$ cat src/rtl/fpu_pkg.sv
// Shared definitions for the fpu command sequencer: opcodes, FSM states,
// response flag bit positions and the latched command record.
package fpu_pkg;

    localparam logic [2:0] OP_ADD  = 3'd0;
    localparam logic [2:0] OP_MUL  = 3'd1;
    localparam logic [2:0] OP_DIV  = 3'd2;
    localparam logic [2:0] OP_SQRT = 3'd3;
    localparam logic [2:0] OP_CMP  = 3'd4;

    typedef enum logic [2:0] {
        IDLE  = 3'd0,
        STORE = 3'd1,
        SYNC  = 3'd2,
        LOAD  = 3'd3,
        EXEC  = 3'd4,
        RESP  = 3'd5
    } state_t;

    // Bit positions inside rsp_flags.
    localparam int FLG_GREAT    = 0;
    localparam int FLG_EQ       = 1;
    localparam int FLG_LESS     = 2;
    localparam int FLG_DIV_ZERO = 3;
    localparam int FLG_INEXACT  = 4;
    localparam int FLG_INV      = 5;
    localparam int FLG_UN       = 6;
    localparam int FLG_OV       = 7;
    localparam int FLG_TIMEOUT  = 8;

    typedef struct packed {
        logic [2:0]  op;
        logic [2:0]  round;
        logic [4:0]  src1;
        logic [4:0]  src2;
        logic [4:0]  dst;
        logic [31:0] data;
    } cmd_t;

endpackage

$ cat src/rtl/fpu_seq.sv
// Host-side sequencer for the fpu: turns store/compute commands into the
// fpu enable/ld/address protocol and returns result words with flags.
module fpu_seq
    import fpu_pkg::*;
#(
    parameter int          TIMEOUT      = 64,
    parameter logic [4:0]  SCRATCH_ADDR = 5'd31
) (
    input  logic        clk,
    input  logic        rstp,

    input  logic        cmd_valid,
    output logic        cmd_ready,
    input  logic        cmd_kind,
    input  logic [2:0]  cmd_op,
    input  logic [2:0]  cmd_round,
    input  logic [4:0]  cmd_src1,
    input  logic [4:0]  cmd_src2,
    input  logic [4:0]  cmd_dst,
    input  logic [31:0] cmd_data,

    output logic        rsp_valid,
    input  logic        rsp_ready,
    output logic [31:0] rsp_data,
    output logic [8:0]  rsp_flags,

    output logic [31:0] fpu_inp,
    output logic [4:0]  fpu_addr1,
    output logic [4:0]  fpu_addr2,
    output logic [4:0]  fpu_addr3,
    output logic [2:0]  fpu_opcode,
    output logic [2:0]  fpu_round,
    output logic        fpu_enable,
    output logic        fpu_ld,

    input  logic [31:0] fpu_out,
    input  logic        fpu_done,
    input  logic        fpu_ov,
    input  logic        fpu_un,
    input  logic        fpu_inv,
    input  logic        fpu_inexact,
    input  logic        fpu_div_zero,
    input  logic        fpu_less,
    input  logic        fpu_eq,
    input  logic        fpu_great
);

    localparam int WD_W = $clog2(TIMEOUT + 1);

    state_t            state_reg;
    cmd_t              cmd_reg;
    logic [WD_W-1:0]   wd_reg;

    always_ff @(posedge clk or negedge rstp) begin
        if (!rstp) begin
            state_reg  <= IDLE;
            cmd_reg    <= '0;
            wd_reg     <= '0;
            cmd_ready  <= 1'b1;
            rsp_valid  <= 1'b0;
            rsp_data   <= '0;
            rsp_flags  <= '0;
            fpu_inp    <= '0;
            fpu_addr1  <= '0;
            fpu_addr2  <= '0;
            fpu_addr3  <= '0;
            fpu_opcode <= '0;
            fpu_round  <= '0;
            fpu_enable <= 1'b1;
            fpu_ld     <= 1'b1;
        end else begin
            case (state_reg)
                IDLE: begin
                    if (cmd_valid) begin
                        cmd_reg    <= '{op: cmd_op, round: cmd_round, src1: cmd_src1,
                                        src2: cmd_src2, dst: cmd_dst, data: cmd_data};
                        cmd_ready  <= 1'b0;
                        fpu_enable <= 1'b0;
                        fpu_ld     <= 1'b0;
                        if (cmd_kind) begin
                            fpu_addr1 <= cmd_dst;
                            fpu_inp   <= cmd_data;
                            state_reg <= STORE;
                        end else begin
                            // Dummy write to the scratch word resets the fpu done counter.
                            fpu_addr1  <= SCRATCH_ADDR;
                            fpu_inp    <= '0;
                            fpu_opcode <= cmd_op;
                            fpu_round  <= cmd_round;
                            state_reg  <= SYNC;
                        end
                    end
                end

                STORE: begin
                    fpu_enable <= 1'b1;
                    fpu_ld     <= 1'b1;
                    rsp_valid  <= 1'b1;
                    rsp_data   <= cmd_reg.data;
                    rsp_flags  <= '0;
                    state_reg  <= RESP;
                end

                SYNC: begin
                    fpu_enable <= 1'b1;
                    fpu_ld     <= 1'b1;
                    fpu_addr1  <= cmd_reg.src1;
                    fpu_addr2  <= cmd_reg.src2;
                    fpu_opcode <= cmd_reg.op;
                    fpu_round  <= cmd_reg.round;
                    state_reg  <= LOAD;
                end

                LOAD: begin
                    fpu_ld    <= 1'b0;
                    fpu_addr3 <= cmd_reg.dst;
                    wd_reg    <= WD_W'(1);
                    state_reg <= EXEC;
                end

                EXEC: begin
                    // done on the final watchdog cycle still counts as a completion.
                    if (fpu_done) begin
                        rsp_data   <= fpu_out;
                        rsp_flags  <= {1'b0, fpu_ov, fpu_un, fpu_inv, fpu_inexact,
                                       fpu_div_zero, fpu_less, fpu_eq, fpu_great};
                        rsp_valid  <= 1'b1;
                        fpu_ld     <= 1'b1;
                        state_reg  <= RESP;
                    end else if (wd_reg == WD_W'(TIMEOUT)) begin
                        rsp_data   <= '0;
                        rsp_flags  <= 9'(1) << FLG_TIMEOUT;
                        rsp_valid  <= 1'b1;
                        fpu_ld     <= 1'b1;
                        state_reg  <= RESP;
                    end else begin
                        wd_reg <= wd_reg + WD_W'(1);
                    end
                end

                RESP: begin
                    if (rsp_ready) begin
                        rsp_valid <= 1'b0;
                        cmd_ready <= 1'b1;
                        state_reg <= IDLE;
                    end
                end

                default: begin
                    state_reg  <= IDLE;
                    cmd_ready  <= 1'b1;
                    rsp_valid  <= 1'b0;
                    fpu_enable <= 1'b1;
                    fpu_ld     <= 1'b1;
                end
            endcase
        end
    end

endmodule

$ cat config.mk
export PLATFORM = sky130hd
export DESIGN_NAME = fpu_seq
export DESIGN_NICKNAME = d
export VERILOG_FILES = /design/src/rtl/fpu_pkg.sv /design/src/rtl/fpu_seq.sv
export SDC_FILE = /design/constraint.sdc
export NUM_CORES = 1
export LEC_CHECK = 0
export ABC_AREA = 1
export BUFFER_PORTS_ARGS = -buffer_cell sky130_fd_sc_hd__clkbuf_2
export CORE_MARGIN = 3
export CORE_UTILIZATION = 56
export DETAILED_ROUTE_END_ITERATION = 7
export PLACE_DENSITY = 0.83
export SLEW_MARGIN = 40
export SYNTH_ARGS = -nofsm -noshare
export SYNTH_HDL_FRONTEND = slang
export SYNTH_SLANG_ARGS = --single-unit
$ cat constraint.sdc
create_clock -name clk -period 2.29 [get_ports clk]
set_clock_uncertainty 0.05 [all_clocks]
set_input_delay 0.1145 -clock clk [delete_from_list [all_inputs] [get_ports clk]]
set_output_delay 0.1145 -clock clk [all_outputs]
set_load 0.1 [all_outputs]
==> results.md <==
• **clock-pin slew of the registers on the worst-case setup and hold paths** 0.07 ns
• **crit path buf inv count** 2
• **total global routing overflow** 0
• **capture point of the worst path** rsp_data[1]
• **remaining number of nets flagged by the antenna check after routing** 0
• **number of ports placed on the die boundary** 197
• **Starting Density** 0.5773
• **delay of the slowest cell on the worst path** 0.40 ns
• **worst reg-to-reg setup slack** 0.38 ns
• **Critical R2R Capture** rsp_data[1]
• **number of buffer cells added on primary ports** 196
• **die span in x** 117.5 microns
• **fmax** 522.8 MHz
• **area of the die** 13810 sq um
• **initial antenna violation count** 0
• **antenna cell count** 0
• **startpoint-to-endpoint class of the critical path** reg2reg
• **Synth warnings** 0
• **required time at the endpoint of the critical path** 2.60 ns
• **count of H-tree levels built during CTS** 4
• **Die Ht** 117.5 microns
• **flip-flop count of the largest register, all copies and words added** 53
• **Routed Wire Length** 20100 microns
• **endpoints failing setup** 0
• **violation count after the first detailed-route iteration** 736
• **highest layer used for signal routing** met4
• **proportion of synthesized chip area in sequential cells** 0.5792
• **vias in the first global route** 6533
• **routed length per placed instance** 16.42 microns
• **Detail Route met3 WL** 1576 microns
• **via count** 6705
• **cell with the largest stage delay on the worst path** sky130_fd_sc_hd__dfrtp_1
• **length in cells of the worst reg-to-reg path** 9
• **met2 WL post-DR** 9770 microns
• **Top Family by Delay on Critical Path** simple AND/OR/NAND/NOR gates
• **Max Transition Viols Final** 0
• **# placed instances** 1128
• **Num Clock Sinks** 161
• **largest net degree at the start of global routing** 90
• **arrival time at the worst endpoint** 2.23 ns
• **P&R area growth vs syn** 33.58%
• **Least-Margin Pin Slew** 0.5990 ns
• **via-per-instance ratio** 5.478
• **share of the cycle needed by the critical path after routing** 0.8353
• **fraction of layout instances using a drive strength above 1** 0.2481
• **M1 WL** 7919 microns
• **area share of the leading cell type in the synthesized netlist** 0.5678
• **total core area** 12060 sq um
• **number of max-cap violations** 0
• **stages on the worst setup path** 9
• **Hold Path Class** in2reg
• **Post-Route Setup TNS** 0 ns
• **number of remaining DRC errors** 0
• **Worst Path Max Fanout** 19
• **count of standard-cell rows** 40
• **status** finished, final reports clean
• **number of different library cells in the post-synthesis netlist** 26
• **min cycle time layout** 1.913 ns
• **cells along the critical path** inv_1 > ha_1 > nand2_1 > nand3b_1 > nand3_2 > nand2_2 > buf_4 > nand2_1 > nand2_1
• **total CTS buffers** 17
• **maximum clock path buffer count** 2
• **global-route usage over all layers** 0.2975
• **root buffer cell** sky130_fd_sc_hd__clkbuf_16
• **post-route insts no fill** 1224
• **fin nets** 1144
• **RSZ-0062 raised after global routing** no
• **cell count after synthesis** 799
• **Crit path top cell by count** sky130_fd_sc_hd__nand2_1
• **Crit Reg-Reg Startpoint** wd_reg[0]
• **cell area after technology mapping** 6963 sq um
• **most area-consuming cells after synthesis** sky130_fd_sc_hd__dfrtp_1 57%, sky130_fd_sc_hd__nand2_1 14%, sky130_fd_sc_hd__o21ai_0 6.1%
• **startpoint type of the worst setup path** flip-flop
• **CTS tree** built
• **tightest hold margin** 0.02606 ns
• **Final Hold Vio Count** 0
• **sum of net half-perimeters after detailed placement** 12270 microns
• **Rel. slew slack** 0.6006
• **startpoint of the most critical setup path** wd_reg[0]
• **router iterations before antenna repair** 5
• **gp weighted congestion** 0.8987
• **dominant cell type by area after synthesis** sky130_fd_sc_hd__dfrtp_1
• **flip-flop and latch count after synthesis** 161
• **average cell area after synthesis** 8.715 sq um
• **syn_nets** 900
• **kind of capture point of the worst setup path** flip-flop
• **clk_lat worst skew** 0.43 ns
• **wire length of the first global-routing pass** 32800 microns
repair_timing:
item / in CTS / in global routing
resized for setup: 0 / 1
endpoints found under the hold margin: 159 / 0
endpoints found under the setup margin: 0 / 4
hold buffers: 64 / 0
buffers inserted: 0 / 0
cell usage after synthesis:
cell,number
sky130_fd_sc_hd__nand2_1,262
sky130_fd_sc_hd__buf_6,1
sky130_fd_sc_hd__nand3_2,3
sky130_fd_sc_hd__nand2_2,2
sky130_fd_sc_hd__nor2_1,22
sky130_fd_sc_hd__o211ai_1,7
sky130_fd_sc_hd__nand4_1,36
sky130_fd_sc_hd__dfrtp_1,158
sky130_fd_sc_hd__inv_2,4
sky130_fd_sc_hd__clkbuf_1,12
sky130_fd_sc_hd__clkbuf_2,1
sky130_fd_sc_hd__nand3b_1,2
sky130_fd_sc_hd__dfstp_2,3
sky130_fd_sc_hd__buf_2,32
sky130_fd_sc_hd__o21ai_0,85
sky130_fd_sc_hd__nor2_2,3
sky130_fd_sc_hd__nor2_8,2
sky130_fd_sc_hd__o21ai_1,40
sky130_fd_sc_hd__xor2_1,2
sky130_fd_sc_hd__xnor2_1,1
sky130_fd_sc_hd__nor2_4,1
sky130_fd_sc_hd__inv_1,54
sky130_fd_sc_hd__ha_1,2
sky130_fd_sc_hd__nand2_4,2
sky130_fd_sc_hd__buf_4,4
sky130_fd_sc_hd__nand3_1,58
cell families (layout without fill, tap and decap cells):
| logic type | count (synthesis) | count (layout) | synth area share |
|---|---|---|---|
| buffers and inverters | 108 | 365 | 0.06738 |
| XOR/XNOR | 3 | 3 | 0.003774 |
| flip-flops | 161 | 161 | 0.5792 |
| adder cells (fa/ha/maj) | 2 | 2 | 0.003593 |
| AO/OA/AOI/OAI | 132 | 132 | 0.09739 |
| AND/OR/NAND/NOR | 393 | 393 | 0.2487 |
worst min-delay path: cells and delay by family:
family	cells	cell delay, ns
AND/OR/NAND/NOR	3	0.19
AO/OA/AOI/OAI	1	0.08
buffers and inverters	1	0.08
layer usage:
| metal | vias to the layer above | global-route usage |
|---|---|---|
| li1 | 3095 | - |
| met1 | 3184 | 0.3665 |
| met2 | 355 | 0.4863 |
| met3 | 71 | 0.07352 |
| met4 | 0 | 0.1612 |
| met5 | - | 0 |
how the worst min path moves through the flow:
stage                start  slack (ns)      endpoint  cells after the start
4_1_cts        fpu_out[31]       0.007  rsp_data[31]                      5
5_1_grt        fpu_out[18]        0.04  rsp_data[18]                      5
3_3_place_gp          rstp        0.06   fpu_inp[10]                      1
2_1_floorplan         rstp       -0.23    cmd_reg[0]                      0
6_report       fpu_out[30]        0.03  rsp_data[30]                      5
3_5_place_dp          rstp        0.06    fpu_inp[9]                      1
layout by cell type, fill, tap and decap left out, types with 2 or more instances in the layout:
cell / synthesis / final
sky130_fd_sc_hd__nor2_8: 2 / 2
sky130_fd_sc_hd__clkinv_2: 0 / 6
sky130_fd_sc_hd__o21ai_1: 40 / 40
sky130_fd_sc_hd__nand2_4: 2 / 2
sky130_fd_sc_hd__buf_4: 4 / 12
sky130_fd_sc_hd__inv_1: 54 / 54
sky130_fd_sc_hd__buf_12: 0 / 3
sky130_fd_sc_hd__nor2_2: 3 / 4
sky130_fd_sc_hd__o211ai_1: 7 / 7
sky130_fd_sc_hd__nand3_1: 58 / 58
sky130_fd_sc_hd__o21ai_0: 85 / 85
sky130_fd_sc_hd__clkbuf_16: 0 / 17
sky130_fd_sc_hd__dfrtp_1: 158 / 158
sky130_fd_sc_hd__dlygate4sd3_1: 0 / 64
sky130_fd_sc_hd__nand4_1: 36 / 36
sky130_fd_sc_hd__xor2_1: 2 / 2
sky130_fd_sc_hd__nand2_2: 2 / 2
sky130_fd_sc_hd__nand3b_1: 2 / 2
sky130_fd_sc_hd__clkbuf_2: 1 / 195
sky130_fd_sc_hd__dfstp_2: 3 / 3
sky130_fd_sc_hd__clkbuf_1: 12 / 2
sky130_fd_sc_hd__nand3_2: 3 / 3
sky130_fd_sc_hd__nor2_1: 22 / 21
sky130_fd_sc_hd__bufinv_16: 0 / 3
sky130_fd_sc_hd__clkbuf_8: 0 / 2
sky130_fd_sc_hd__inv_2: 4 / 3
sky130_fd_sc_hd__nand2_1: 262 / 262
sky130_fd_sc_hd__ha_1: 2 / 2
area by class of cell:
class / instances / area (sq um)
multi-input combinational: 530 / 2464
clock buffer: 21 / 460.4
fill: 816 / 2760
sequential: 161 / 4033
tap: 168 / 210.2
inverter: 58 / 220.2
timing repair buffer: 275 / 1778
clock inverter: 11 / 136.4
stage by stage:
step	setup WS, ns	instance area (sq um)	utilization
2_1_floorplan	0.8110	6963	-
3_3_place_gp	0.2506	8059	0.6682
3_5_place_dp	0.2345	8061	0.6684
4_1_cts	0.2131	9299	0.7710
5_1_grt	0.2152	9301	0.7712
6_report	0.3771	9301	0.7712
Power is left out: the tool's default activity adds up to more than one toggle a clock period on the data nets, which glitch-free logic cannot reach.
